===== config.mk =====
export PLATFORM = sky130hd
export DESIGN_NAME = ts_ram_pingpong_reader
export DESIGN_NICKNAME = d
export VERILOG_FILES = /design/src/rtl/ts_pcie_pkg.sv /design/src/rtl/ts_skid_fifo.sv /design/src/rtl/ts_ram_pingpong_reader.sv
export SDC_FILE = /design/constraint.sdc
export NUM_CORES = 1
export LEC_CHECK = 0
export CAP_MARGIN = 30
export CORE_AREA = 2 2 130 132
export DETAILED_ROUTE_END_ITERATION = 6
export DIE_AREA = 0 0 132 134
export PLACE_DENSITY_LB_ADDON = 0.2
export SLEW_MARGIN = 20
export SYNTH_ARGS = -nofsm -noshare
export SYNTH_HDL_FRONTEND = slang
export SYNTH_SLANG_ARGS = --single-unit

===== constraint.sdc =====
create_clock -name clk_pcie -period 2.9 [get_ports clk_pcie]
set_input_delay 0.29 -clock clk_pcie [delete_from_list [all_inputs] [get_ports clk_pcie]]
set_output_delay 0.29 -clock clk_pcie [all_outputs]
set_load 0.1 [all_outputs]

===== src/rtl/ts_pcie_pkg.sv =====
// ts_pcie_pkg: shared FSM states and TS block sizing for the TS-to-PCIe path
package ts_pcie_pkg;
  typedef enum logic [1:0] {IDLE, READ, DRAIN, CLEAR} state_t;
  localparam int TS_WORDS_PER_PKT = 47;
  localparam int DEFAULT_BANK_WORDS = 32 * TS_WORDS_PER_PKT;
endpackage


===== src/rtl/ts_skid_fifo.sv =====
// ts_skid_fifo: flop-based first-word-fall-through FIFO with occupancy count
module ts_skid_fifo #(
  parameter int DEPTH = 4,
  parameter int W = 34
) (
  input  logic                     clk,
  input  logic                     rst,
  input  logic                     push,
  input  logic                     pop,
  input  logic [W-1:0]             din,
  output logic [W-1:0]             dout,
  output logic                     empty,
  output logic [$clog2(DEPTH):0]   cnt
);
  localparam int PW = $clog2(DEPTH);
  logic [W-1:0] mem [DEPTH];
  logic [PW-1:0] wp, rp;
  always_ff @(posedge clk) begin
    if (rst) begin
      wp <= '0;
      rp <= '0;
      cnt <= '0;
    end else begin
      if (push) begin
        mem[wp] <= din;
        wp <= wp + 1'b1;
      end
      if (pop) rp <= rp + 1'b1;
      cnt <= cnt + (PW+1)'(push) - (PW+1)'(pop);
    end
  end
  assign dout = mem[rp];
  assign empty = cnt == '0;
endmodule


===== src/rtl/ts_ram_pingpong_reader.sv =====
// ts_ram_pingpong_reader: drains full ping-pong TS RAM banks into the PCIe DMA stream
module ts_ram_pingpong_reader
  import ts_pcie_pkg::*;
#(
  parameter int BANK_WORDS = DEFAULT_BANK_WORDS,
  parameter int AW = 11,
  parameter int FIFO_DEPTH = 4
) (
  input  logic          clk_pcie,
  input  logic          rst_pcie,
  input  logic          ram_full_1,
  input  logic          ram_full_2,
  output logic          ram_clr_1,
  output logic          ram_clr_2,
  output logic          ram_rd_en,
  output logic [AW:0]   ram_rd_addr,
  input  logic [31:0]   ram_rd_data,
  input  logic          dma_ready,
  output logic [31:0]   dma_dout,
  output logic          dma_dout_en,
  output logic          dma_sof,
  output logic          dma_eof,
  output logic          busy,
  output logic [15:0]   bank_cnt
);
  localparam int CW = $clog2(FIFO_DEPTH) + 1;
  state_t state, state_n;
  logic bank, last_bank, pick, inflight, tag_sof, tag_eof, pop, empty, last_addr;
  logic [AW-1:0] word_addr;
  logic [CW-1:0] fifo_cnt;
  logic [CW:0] level;
  logic [33:0] head;
  always_comb begin
    pick = (ram_full_1 & ram_full_2) ? ~last_bank : ram_full_2;
    level = {1'b0, fifo_cnt} + {{CW{1'b0}}, inflight};
    last_addr = word_addr == AW'(BANK_WORDS - 1);
    ram_rd_en = (state == READ) && (level < (CW+1)'(FIFO_DEPTH));
    pop = dma_dout_en & dma_ready;
    state_n = state;
    case (state)
      IDLE:    state_n = (ram_full_1 | ram_full_2) ? READ : IDLE;
      READ:    state_n = (ram_rd_en & last_addr) ? DRAIN : READ;
      DRAIN:   state_n = (pop & dma_eof) ? CLEAR : DRAIN;
      default: state_n = IDLE;
    endcase
  end
  // Read data lands one cycle after the strobe, so the sof/eof tags are delayed to match it
  always_ff @(posedge clk_pcie) begin
    if (rst_pcie) begin
      state <= IDLE;
      bank <= 1'b0;
      last_bank <= 1'b1;
      word_addr <= '0;
      inflight <= 1'b0;
      tag_sof <= 1'b0;
      tag_eof <= 1'b0;
      bank_cnt <= '0;
    end else begin
      state <= state_n;
      inflight <= ram_rd_en;
      tag_sof <= word_addr == '0;
      tag_eof <= last_addr;
      if (state == IDLE) begin
        bank <= pick;
        word_addr <= '0;
      end
      if (ram_rd_en) word_addr <= word_addr + 1'b1;
      if (state == CLEAR) begin
        bank_cnt <= bank_cnt + 1'b1;
        last_bank <= bank;
      end
    end
  end
  ts_skid_fifo #(.DEPTH(FIFO_DEPTH), .W(34)) u_fifo (
    .clk(clk_pcie),
    .rst(rst_pcie),
    .push(inflight),
    .pop(pop),
    .din({tag_sof, tag_eof, ram_rd_data}),
    .dout(head),
    .empty(empty),
    .cnt(fifo_cnt)
  );
  always_comb begin
    ram_rd_addr = {bank, word_addr};
    ram_clr_1 = (state == CLEAR) & ~bank;
    ram_clr_2 = (state == CLEAR) & bank;
    busy = state != IDLE;
    dma_dout_en = ~empty;
    {dma_sof, dma_eof, dma_dout} = empty ? 34'd0 : head;
  end
endmodule

==> flow_metrics.tcl, run 1 <==
set metrics [dict create \
    outcome "finished clean" \
    nets 614 \
    vias_in_the_first_global_route 4401 \
    clk-insertion-delay-late_ps 420 \
    post_cts_setup_buffers 0 \
    cts_buffers 17 \
    clk_pin_slew_ps 60 \
    finalWeightedCongestion 0.810 \
    vdd_drop_max_uv 549 \
    post_route_worst_setup_slack_ps 403 \
    final.min_clock_period_ps 2500 \
    viasPerCell 5.32 \
    yosysWarningCount 0 \
    yosys-top-cells-area "edfxtp_1 56%, dfxtp_1 12%, mux4_2 11%" \
    grt_start_max_net_pins 43 \
    worst_path_cell_trace "buf_12 -> mux4_2 -> and2_1 -> buf_12" \
    dieArea_um2 17700 \
    cts_max_path_buffers 2 \
    detailedPlacementHpwl_mm 8.95 \
    static-leakage-power_nw 3.22 \
    fin_setup_tns_ps 0 \
    timing.reg2reg.setup_slack_ps 760 \
    syn_inst 457 \
    drc_errors 0 \
    worst_path_max_delay_cell "dfxtp_2" \
    power_mw 9.24 \
    design.portCount 104 \
    clock-skew-final_ps 8.73 \
    drtPass1Iterations 6 \
    worst-endpoint-required_ps 2610 \
    vias 4245 \
    first_pass_grt_wire_length_mm 22.9 \
    portBuffers 103 \
    core_region_area_um2 16300 \
    critPathLaunchType "flip-flop" \
    post_syn_area_um2 7230 \
    ctsHtreeMaxLevel 4 \
    min-delay-path-class "input pin to flip-flop" \
    netlist.top_cell.by_area "edfxtp_1" \
    tritoncts_clock_tree "yes" \
    syn-mean-instance-area_um2 15.8 \
    die_height_um 134 \
    post_synth_num_cell_types 50 \
    postSynth.topFlopCell "edfxtp_1" \
    start_util_pct 44.4 \
    tightest_slew_ps 561 \
    final.fill_count 1285 \
    final_common_cell "edfxtp_1" \
    most-common-layout-cells "136 x edfxtp_1, 41 x dfxtp_1, 40 x buf_12" \
    die_outline_width_um 132 \
    area_growth_syn_to_layout_pct 30.6 \
    totalWireLength_mm 14.1 \
    critical_path_buf_inv_count 2 \
    slew_viol_final 0 \
    number_of_antenna_violations_at_the_first_check_in_global_routing 1 \
    max_stage_delay_ps 560 \
    cp-end-kind "primary output" \
    antenna_cells_inserted 0 \
    most_frequent_cp_cell "buf_12" \
    slew-limit-headroom_pct 62.2 \
    grt_use_total_pct 16.7 \
    yosysTopAreaCellShare_pct 56.5 \
    dp_worst_setup_slack_ps 759 \
    ys_ff_latch 179 \
    hold_buffers 0 \
    synth_enable_flop_cells 136 \
    fraction_of_layout_cells_with_a_size_suffix_above_1_pct 26.1 \
    finalSetupViolations 0 \
    rsz0062_at_grt "false" \
    synth_async_sr_flop_share_pct 0 \
    critical_path.max_fanout 25 \
    maxCapViolCount 0 \
    cts_sinks 179 \
    aggregate_global_routing_overflow 0 \
    drt_first_iter_violations 245 \
    ys_seq_area_share_pct 68.4 \
    detail-route-antenna-nets 0 \
    finalCritPeriodShare_pct 86.1 \
    hold_ws_ps 472 \
    route.detailed.wl_per_inst_um 17.7 \
    synthesis.nets 505 \
    timing_worst_setup_path_type "flip-flop to primary output" \
    cts_resized 0 \
    clk_root_buffer_cell "clkbuf_16" \
    placement_rows 47 \
    max_freq_mhz 400 \
    worstPathArrival_ps 2210 \
    timing_hold_violations_final 0 \
    timing.critical_path.max_delay_family "flip-flops" \
    power_density_nw_per_um2 979 \
]
## state kept, by name (all words and copies together), names as in the netlist, named ones only
register and flops:
u_fifo.mem 136, bank_cnt 16, word_addr 11, u_fifo.cnt 3
state 2, u_fifo.rp 2, u_fifo.wp 2, bank 1
inflight 1, last_bank 1, tag_eof 1, tag_sof 1
## tightest hold or removal path, cell delays in order
cell and delay (ps):
clkdlybuf4s50_1 420, nand3_1 70, a21oi_1 60
## final timing paths
kind,from,endpoint,cells after the start
max,flip-flop,dma_dout[17],4
min,ram_full_2,bank,3
max reg2reg,u_fifo.cnt[0],u_fifo.cnt[2],8
min reg2reg,last_bank,last_bank,1
## synthesized netlist by cell type (3+ instances only)
| cell | count |
|---|---|
| edfxtp_1 | 136 |
| dfxtp_1 | 43 |
| and2_1 | 39 |
| mux4_2 | 34 |
| nor2_1 | 23 |
| nand2_1 | 17 |
| inv_1 | 14 |
| clkbuf_1 | 13 |
| nand3_1 | 11 |
| xnor2_1 | 11 |
| a21oi_1 | 10 |
| ha_1 | 10 |
| nor4_1 | 9 |
| or3_1 | 8 |
| buf_2 | 6 |
| nand4_1 | 6 |
| and4_1 | 5 |
| nor3_1 | 5 |
| xor2_1 | 5 |
| nor2b_1 | 4 |
| or4_1 | 4 |
| a211o_1 | 3 |
| buf_1 | 3 |
| nand2b_1 | 3 |
| o21ai_0 | 3 |
| o31ai_1 | 3 |
## per-stage QoR
stage / area [µm²] / util [%] / cells
floorplan: 7230 / - / 457
global placement: 8850 / 54.3 / 767
detailed placement: 8850 / 54.3 / 767
CTS: 9440 / 58.0 / 798
global route: 9440 / 58.0 / 798
finish: 9440 / 58.0 / 798
## logic make-up after synthesis
| logic type | count (synthesis) | synth area share (%) |
|---|---|---|
| DFF | 179 | 68.4 |
| AOI/OAI and AO/OA | 34 | 3.32 |
| xor gates and xnor gates | 16 | 1.94 |
| and+or+nand+nor | 143 | 11.2 |
| adders and majority gates | 11 | 2.01 |
| buffers and inverters | 37 | 2.08 |
| muxes | 37 | 11.0 |
## final cells by class
class	count	area, µm²	area share, %
clock buffers	18	429	4.54
flip-flops and latches	179	4950	52.4
multi-input cells	241	2140	22.6
repair buffers	113	1440	15.2
clock inverters	13	161	1.71
well taps	220	275	2.92
inverters	14	52.6	0.557
## layer usage
| layer | part of all wire [%] | routed length (µm) | track usage (%) | vias to the layer above |
|---|---|---|---|---|
| met2 | 51 | 7120 | 27.9 | 114 |
| met4 | 1.4 | 201 | 6.04 | 2 |
| met3 | 4.3 | 610 | 3.97 | 18 |
| met1 | 44 | 6150 | 21.5 | 2135 |
| met5 | 0.092 | 13 | 0 | - |
| li1 | - | - | - | 1976 |
## power by group
group	total, mW	internal [mW]	switching [mW]	leakage (nW)
Clock	2.27	1.35	0.923	0.280
Combinational	4.01	1.48	2.53	1.37
Sequential	2.96	2.84	0.114	1.57
(Power assumes the default switching activity.)
==> run 2: changes to the inputs <==
--- a/config.mk
+++ b/config.mk
@@ -7,6 +7,7 @@
 export LEC_CHECK = 0
 export CAP_MARGIN = 30
 export CORE_AREA = 2 2 130 132
+export CTS_BUF_LIST = sky130_fd_sc_hd__clkbuf_4 sky130_fd_sc_hd__clkbuf_8
 export DETAILED_ROUTE_END_ITERATION = 6
 export DIE_AREA = 0 0 132 134
 export PLACE_DENSITY_LB_ADDON = 0.2
==> flow_metrics.tcl, run 2 (same netlist as run 1, synthesis figures left out) <==
set metrics [dict create \
    outcome "finished clean" \
    most-common-layout-cells "136 x edfxtp_1, 41 x dfxtp_1, 40 x buf_12" \
    worst-endpoint-required_ps 2610 \
    drtPass1Iterations 4 \
    clk_pin_slew_ps 90 \
    grt_use_total_pct 16.6 \
    power.share.clock_pct 19.7 \
    static-leakage-power_nw 3.13 \
    route.detailed.wl_per_inst_um 17.5 \
    tightest_slew_ps 563 \
    clock-skew-final_ps 8.28 \
    first_pass_grt_wire_length_mm 22.8 \
    worst_hold_startpoint "ram_full_2" \
    vias 4215 \
    drc_errors 0 \
    registers.top_by_ff_count "u_fifo.mem" \
    cp-end-kind "primary output" \
    die_height_um 134 \
    viasPerCell 5.28 \
    detailedPlacementHpwl_mm 8.95 \
    timing_worst_setup_path_type "flip-flop to primary output" \
    cts_resized 0 \
    cts_buffers 17 \
    slew-limit-headroom_pct 62.1 \
    drt_first_iter_violations 227 \
    critPathLaunchType "flip-flop" \
    maxCapViolCount 0 \
    number_of_antenna_violations_at_the_first_check_in_global_routing 1 \
    biggestRegsByFlops "u_fifo.mem x136, bank_cnt x16, word_addr x11" \
    fin_setup_tns_ps 0 \
    fraction_of_layout_cells_with_a_size_suffix_above_1_pct 26.3 \
    core_region_area_um2 16300 \
    ctsHtreeMaxLevel 4 \
    internal_power_mw 5.18 \
    fin_area_um2 9260 \
    start_util_pct 44.4 \
    design.portCount 104 \
    grt_start_max_net_pins 43 \
    cts_max_path_buffers 2 \
    worstPathArrival_ps 2240 \
    nets 614 \
    placement_rows 47 \
    min-delay-path-class "input pin to flip-flop" \
    finalCoreUtilization_pct 56.8 \
    area_growth_syn_to_layout_pct 28.0 \
    aggregate_global_routing_overflow 0 \
    clk_root_buffer_cell "clkbuf_8" \
    clk-insertion-delay-late_ps 440 \
    finalCritPeriodShare_pct 87.2 \
    hold_ws_ps 442 \
    finalWeightedCongestion 0.810 \
    placedInstanceArea_um2 8850 \
    final_common_cell "edfxtp_1" \
    post_cts_setup_buffers 0 \
    timing_hold_violations_final 0 \
    vias_in_the_first_global_route 4378 \
    final.min_clock_period_ps 2530 \
    power.net_switching_mw 3.49 \
    p_comb_share_pct 46.3 \
    cts_sinks 179 \
    power_density_nw_per_um2 937 \
    antenna_cells_inserted 0 \
    dieArea_um2 17700 \
    totalWireLength_mm 14.0 \
    max_freq_mhz 395 \
    vdd_drop_max_uv 548 \
    portBuffers 103 \
    net_sw_share_pct 40.3 \
    slew_viol_final 0 \
    tritoncts_clock_tree "yes" \
    hold_buffers 0 \
    rr_startpoint "u_fifo.cnt[0]" \
    rsz0062_at_grt "false" \
    max_reg_flops 136 \
    critical_path.max_fanout 25 \
    power_frac_seq_pct 34.1 \
    detail-route-antenna-nets 0 \
    finalSetupViolations 0 \
    die_outline_width_um 132 \
]
run 2: area by class of cell:
type / count / area, µm²
flip-flops and latches: 179 / 4950
inverters: 14 / 52.6
clock buffers: 18 / 241
multi-input cells: 241 / 2140
clock inverters: 13 / 161
fillers: 1297 / 7030
well taps: 220 / 275
repair buffers: 113 / 1440
run 2: power groups by stage:
stage                     registers [mW]  clock network (mW)  logic, mW
after floorplan                     2.96                   0       2.67
after global placement              3.01                   0       4.03
after detailed placement            3.02                   0       4.05
after CTS                           2.96                1.76       4.06
after global routing                2.98                1.85       4.16
final                               2.95                1.71       4.01
run 2: final timing paths:
check,end,slack [ps],cells past startpoint
max,dma_dout[17],370,4
min,bank,440,3
max reg2reg,u_fifo.cnt[2],760,8
min reg2reg,last_bank,480,1
run 2: layer usage:
layer | GRT usage [%] | vias up | wire [µm] | share of wire [%]
met5 | 0 | - | 10 | 0.071
met4 | 6.22 | 2 | 195 | 1.4
met3 | 3.74 | 19 | 578 | 4.1
met2 | 27.7 | 104 | 7090 | 51
met1 | 21.3 | 2117 | 6120 | 44
li1 | - | 1973 | - | -
run 2: worst max-delay path, cell delays in order (launching register included):
cell     delay, ps
dfxtp_2        560
buf_12         280
mux4_2         540
and2_1         210
buf_12         170
run 2: stage by stage:
step	total power [mW]	std cells	setup slack, ps
2_1_floorplan	5.63	457	6.34
3_3_place_gp	7.05	767	798
4_1_cts	8.78	798	281
6_report	8.67	798	371
5_1_grt	8.99	798	200
3_5_place_dp	7.07	767	759
